## src/rtl/dmem_responder.sv

```systemverilog
// Word-addressed data memory with a fixed-latency request/response handshake.
// One request is in flight at a time; anything presented while Busy is high is dropped.
//
//   state  | meaning
//   S_IDLE | waiting for MemRead/MemWrite; request captured on the accepting edge
//   S_WAIT | latency down-counter running
//   S_RESP | Ready strobe; write commits on the edge leaving this state
module dmem_responder #(
   parameter int ADDR_W  = 6,
   parameter int LATENCY = 2
) (
   input  logic        clk,
   input  logic        reset,
   input  logic        MemRead,
   input  logic        MemWrite,
   input  logic [31:0] Addr,
   input  logic [31:0] WriteData,
   output logic [31:0] ReadData,
   output logic        Ready,
   output logic        Error,
   output logic        Busy
);

   localparam int DEPTH = 1 << ADDR_W;
   localparam logic [3:0] LAT_LOAD = (LATENCY == 0) ? 4'd0 : 4'(LATENCY - 1);

   typedef enum logic [1:0] {
      S_IDLE = 2'd0,
      S_WAIT = 2'd1,
      S_RESP = 2'd2
   } state_t;

   state_t              state_q, state_d;
   logic [3:0]          cnt_q, cnt_d;
   logic                rd_q, rd_d;
   logic                wr_q, wr_d;
   logic                err_q, err_d;
   logic [ADDR_W-1:0]   addr_q, addr_d;
   logic [31:0]         wdata_q, wdata_d;
   logic [31:0]         rdata_q, rdata_d;
   logic [31:0]         mem_q [DEPTH];

   logic                req_in;
   logic                req_err;
   logic [ADDR_W-1:0]   req_idx;
   logic                wr_commit;

   assign req_in    = MemRead | MemWrite;
   assign req_idx   = Addr[ADDR_W+1:2];
   assign req_err   = (MemRead & MemWrite) | (|Addr[1:0]) | ((Addr >> (ADDR_W + 2)) != 32'd0);
   assign wr_commit = (state_q == S_RESP) && wr_q && !err_q;

   always_ff @(posedge clk or posedge reset) begin
      if (reset) begin
         state_q <= S_IDLE;
         cnt_q   <= 4'd0;
         rd_q    <= 1'b0;
         wr_q    <= 1'b0;
         err_q   <= 1'b0;
         addr_q  <= '0;
         wdata_q <= 32'h0;
         rdata_q <= 32'h0;
      end else begin
         state_q <= state_d;
         cnt_q   <= cnt_d;
         rd_q    <= rd_d;
         wr_q    <= wr_d;
         err_q   <= err_d;
         addr_q  <= addr_d;
         wdata_q <= wdata_d;
         rdata_q <= rdata_d;
      end
   end

   // ReadData is loaded on the edge entering RESP; with zero latency that is the
   // accepting edge itself, so the live address is used instead of the captured one.
   always_comb begin
      state_d = state_q;
      cnt_d   = cnt_q;
      rd_d    = rd_q;
      wr_d    = wr_q;
      err_d   = err_q;
      addr_d  = addr_q;
      wdata_d = wdata_q;
      rdata_d = rdata_q;
      case (state_q)
         S_IDLE: begin
            if (req_in) begin
               rd_d    = MemRead;
               wr_d    = MemWrite;
               err_d   = req_err;
               addr_d  = req_idx;
               wdata_d = WriteData;
               if (LATENCY == 0) begin
                  state_d = S_RESP;
                  if (MemRead && !req_err) begin
                     rdata_d = mem_q[req_idx];
                  end
               end else begin
                  state_d = S_WAIT;
                  cnt_d   = LAT_LOAD;
               end
            end
         end
         S_WAIT: begin
            if (cnt_q == 4'd0) begin
               state_d = S_RESP;
               if (rd_q && !err_q) begin
                  rdata_d = mem_q[addr_q];
               end
            end else begin
               cnt_d = cnt_q - 4'd1;
            end
         end
         S_RESP: begin
            state_d = S_IDLE;
         end
         default: begin
            state_d = S_IDLE;
         end
      endcase
   end

   // Storage has no reset; the write enable is gated by state, which reset clears.
   always_ff @(posedge clk) begin
      if (wr_commit) begin
         mem_q[addr_q] <= wdata_q;
      end
   end

   assign ReadData = rdata_q;
   assign Busy     = (state_q != S_IDLE);
   assign Ready    = (state_q == S_RESP);
   assign Error    = (state_q == S_RESP) && err_q;

endmodule

```

## config.mk

```make
export PLATFORM = sky130hd
export DESIGN_NAME = dmem_responder
export DESIGN_NICKNAME = d
export VERILOG_FILES = /design/src/rtl/dmem_responder.sv
export SDC_FILE = /design/constraint.sdc
export NUM_CORES = 2
export LEC_CHECK = 0
export CAP_MARGIN = 30
export CORE_ASPECT_RATIO = 2
export CORE_MARGIN = 2
export CORE_UTILIZATION = 60
export CTS_CLUSTER_SIZE = 16
export DETAILED_ROUTE_END_ITERATION = 10
export PLACE_DENSITY = 0.73
export SETUP_SLACK_MARGIN = 0.4
export SLEW_MARGIN = 30
export SYNTH_ARGS = -nofsm -noshare
export SYNTH_HDL_FRONTEND = slang
export SYNTH_SLANG_ARGS = --single-unit
```

## constraint.sdc

```tcl
create_clock -name clk -period 4.7 [get_ports clk]
set_input_delay 0.94 -clock clk [delete_from_list [all_inputs] [get_ports clk]]
set_output_delay 0.94 -clock clk [all_outputs]
set_load 0.01 [all_outputs]
```

==> summary.txt <==
Place
  – Dpl ws: 1.083 ns
  – Placed cell count: 6056
  – Placed Area: 0.08669 mm^2
  – Dpl hpwl: ~150000 um
  – Routability cong.: just over 0.9
  – Port buffer count: 102

Synth
  – Synthesized area per cell: 19.30 um^2
  – Cell taking the most area after synthesis: edfxtp_1
  – Net Count, Synth: 4301
  – Ys Warns: 0
  – Synth Instances: 4232
  – Register area share after synthesis: 77.71%
  – Area share of the largest cell type after synthesis: 75.29%
  – #FFs+latches synth: 2127
  – Synthesized cell area: 0.08169 mm^2
  – Top_reg_cell synth: edfxtp_1
  – Dominant cells by area after synthesis: edfxtp_1, mux4_2, mux2i_1, dfrtp_1, mux2_2
  – Commonest cells post-synth: edfxtp_1, mux2i_1, mux4_2, nor2_1, a21oi_1
  – Most common cell in the netlist: edfxtp_1
  – Number of flops mapped to enable cells by yosys: a little over 2000
  – Async S/R FF share, synth: 3.714%
  – Synth cell types: 67

Pwr
  – Logic pwr share: 30.6%
  – Peak VDD IR: approximately 0.51 mV
  – Sw Ratio: 34.29%
  – Internal cell power: 37.44 mW
  – Clock power share: between 20% and 30%
  – Pleak: just under 30 nW
  – Reg power frac: 43.7%
  – Pwr/cell area: 616.9 mW/mm^2
  – Power Total: 56.98 mW
  – Net Sw Power: 19.54 mW

Floorplan
  – Chip height: 525.8 um
  – I/O Pins: 103
  – FP Rows: about 190
  – Core area: 0.1353 mm^2
  – Die Area: 0.1393 mm^2
  – Die X: 264.9 um
  – Starting Density: 60.39%

Routing
  – DR WL/cell: a little under 40 um
  – Total number of vias: 45620
  – Routed wire length: around 250000 um
  – Pre-Repair DR Iteration Count: 7
  – Remaining DRCs: 0
  – DR vias/cell: 7.155
  – 1st-iter DRT viols: 7096
  – Antenna viol nets, final: 0

CTS
  – Skew-Pair Late Insertion Delay: between 0.8 and 0.9 ns
  – Root Buffer: clkbuf_16
  – CTS tree: done
  – Hold Buf Count CTS: 0
  – Clk buf depth: 4
  – Postcts setup bufs: 0
  – Clk slew on worst S/H paths: 0.07 ns
  – Post_cts resized: 0
  – Htree depth: 4
  – Total CTS buffers: roughly 180
  – # clock sinks: about 2100

Worst hold path
  – HP Start: wr_q$_DFFE_PP0P_
  – Hold Path Class: flop to flop
  – Worst Hold Depth: 2

STA
  – Setup ws final: 0.8546 ns
  – Hold Violations, Final: 0
  – Slew margin rel.: 25.48%
  – Setup TNS: 0 ns
  – Fin crit share: 81.82%
  – Post-layout min period: 3.845 ns
  – RSZ-0062 raised after global routing: no
  – Skew final: 0.04619 ns
  – Final Setup Violations: 0
  – FMAX: 260.1 MHz
  – Max-slew violation total from the final report: 0
  – Worst-margin pin slew: 1.118 ns

Finish
  – Layout cells sized above 1: 20.98%
  – Non-filler cells, final: 6376
  – Nets: 4569
  – Final-layout fill cell count: 8390
  – Final non-filler cell area: 0.09236 mm^2
  – Synthesis-to-layout area growth: 13.07%

Critical path
  – Crit-path slowest cell: nor2b_4
  – Worst setup EP type: flop
  – Critical path type: flop to flop
  – Arr. time, crit path: 4.57 ns
  – Worst path top cell family by delay: compound AO/OA/AOI/OAI gates
  – Worst setup path start: addr_q[0]$_DFFE_PP0P_
  – Critical path cell sequence: buf_12 -> nor2b_4 -> buf_4 -> o2bb2ai_1 -> nand2_1 -> a21boi_0 -> o21ai_0 -> a41oi_1
  – Buf+Inv Stages, Crit Path: 2
  – Worst path max stage delay: 0.79 ns
  – Crit Path Max Fanout: 52
  – Reg2reg start: addr_q[0]$_DFFE_PP0P_
  – Cell depth of the worst setup path: 8
  – Crit path required time: 5.43 ns
  – Kind of start point of the critical path: flop
  – Worst Reg-to-Reg Cells: 8

Global routing
  – GRT Resource Usage Total: 35.37%
  – Total congestion overflow: 0
  – Global-route wire length before repair: 341300 um
  – Vias in the first global route: 45650
  – Initial antenna violation count: 12
  – Largest net degree at the start of global routing: 86

Status
  – Status: complete, no violations

Flow run
  – Maxcap violations: 0
[kinds of logic after synthesis]
group / synth area share [%]
XOR/XNOR: 0.01072
adder cells (fa/ha/maj): 0.01531
AND/OR/NAND/NOR: 2.128
multiplexers: 12.23
buffers and inverters: 1.679
flip-flops: 77.71
AO/OA/AOI/OAI: 6.236
[state kept, by name, summed over array words and instances, names as in the netlist]
name	cells
ReadData	32
state_q	2
mem_q	2048
err_q	1
wdata_q	32
rd_q	1
wr_q	1
addr_q	6
cnt_q	4
[through the flow]
stage	utilization (%)	hold slack, ns
3_3_place_gp	64.08	0.4540
6_report	68.28	0.4761
5_1_grt	68.27	0.5187
2_1_floorplan	-	0.4378
3_5_place_dp	64.09	0.4640
4_1_cts	68.25	0.4801
[worst paths after layout]
path / end / slack (ns)
setup / recovery: ReadData[16]$_DFFE_PP0P_ / 0.85
min in group asynchronous: cnt_q[1]$_DFFE_PP0P_ / 0.64
max in group asynchronous: ReadData[1]$_DFFE_PP0P_ / 3.23
setup reg to reg: ReadData[16]$_DFFE_PP0P_ / 0.85
hold / removal: wr_q$_DFFE_PP0P_ / 0.48
hold reg to reg: wr_q$_DFFE_PP0P_ / 0.48
[worst reg2reg max path: cells and delay by family, from the launching register on]
family	cells	cell delay, ns
AOI/OAI and AO/OA	4	1.27
and+or+nand+nor	2	1.10
DFF	1	0.69
buffers and inverters	2	0.70
[layout by cell type, fill, tap and decap left out, types with 93 or more instances in the layout]
cell	count
o21ai_0	111
a22oi_1	135
buf_4	197
mux2_2	132
clkdlybuf4s50_1	102
edfxtp_1	2048
a21oi_1	144
mux2i_1	370
mux4_2	213
clkbuf_16	183
nand2_1	105
a221oi_1	93
[power by group through the flow]
| stage | sequential (mW) | clock (mW) | combinational [mW] |
|---|---|---|---|
| after CTS | 24.8 | 14.7 | 16.9 |
| final | 24.9 | 14.7 | 17.4 |
| after global routing | 24.9 | 15.3 | 17.8 |
| after detailed placement | 25.3 | 0 | 16.8 |
| after global placement | 25.2 | 0 | 16.6 |
| after floorplan | 25.7 | 0 | 8.85 |
[area by class of cell]
type | count | area [um^2] | area share (%)
flip-flops and latches | 2127 | 63540 | 68.80
well taps | 1737 | 2173 | 2.353
clock inverters | 70 | 716.9 | 0.7762
diodes | 6 | 15.01 | 0.01626
clock buffers | 242 | 4911 | 5.317
repair buffers | 352 | 3543 | 3.837
multi-input cells | 1835 | 17430 | 18.87
inverters | 7 | 33.78 | 0.03658
[routing by layer]
layer,global-route usage (%),wire [um],vias to the layer above
met2,57.65,119000,3517
li1,-,-,17920
met1,42.18,76700,23190
met4,24.88,21040,12
met3,7.513,28190,979
met5,0,80,-
Note: power is estimated with default switching activity, not from simulation.
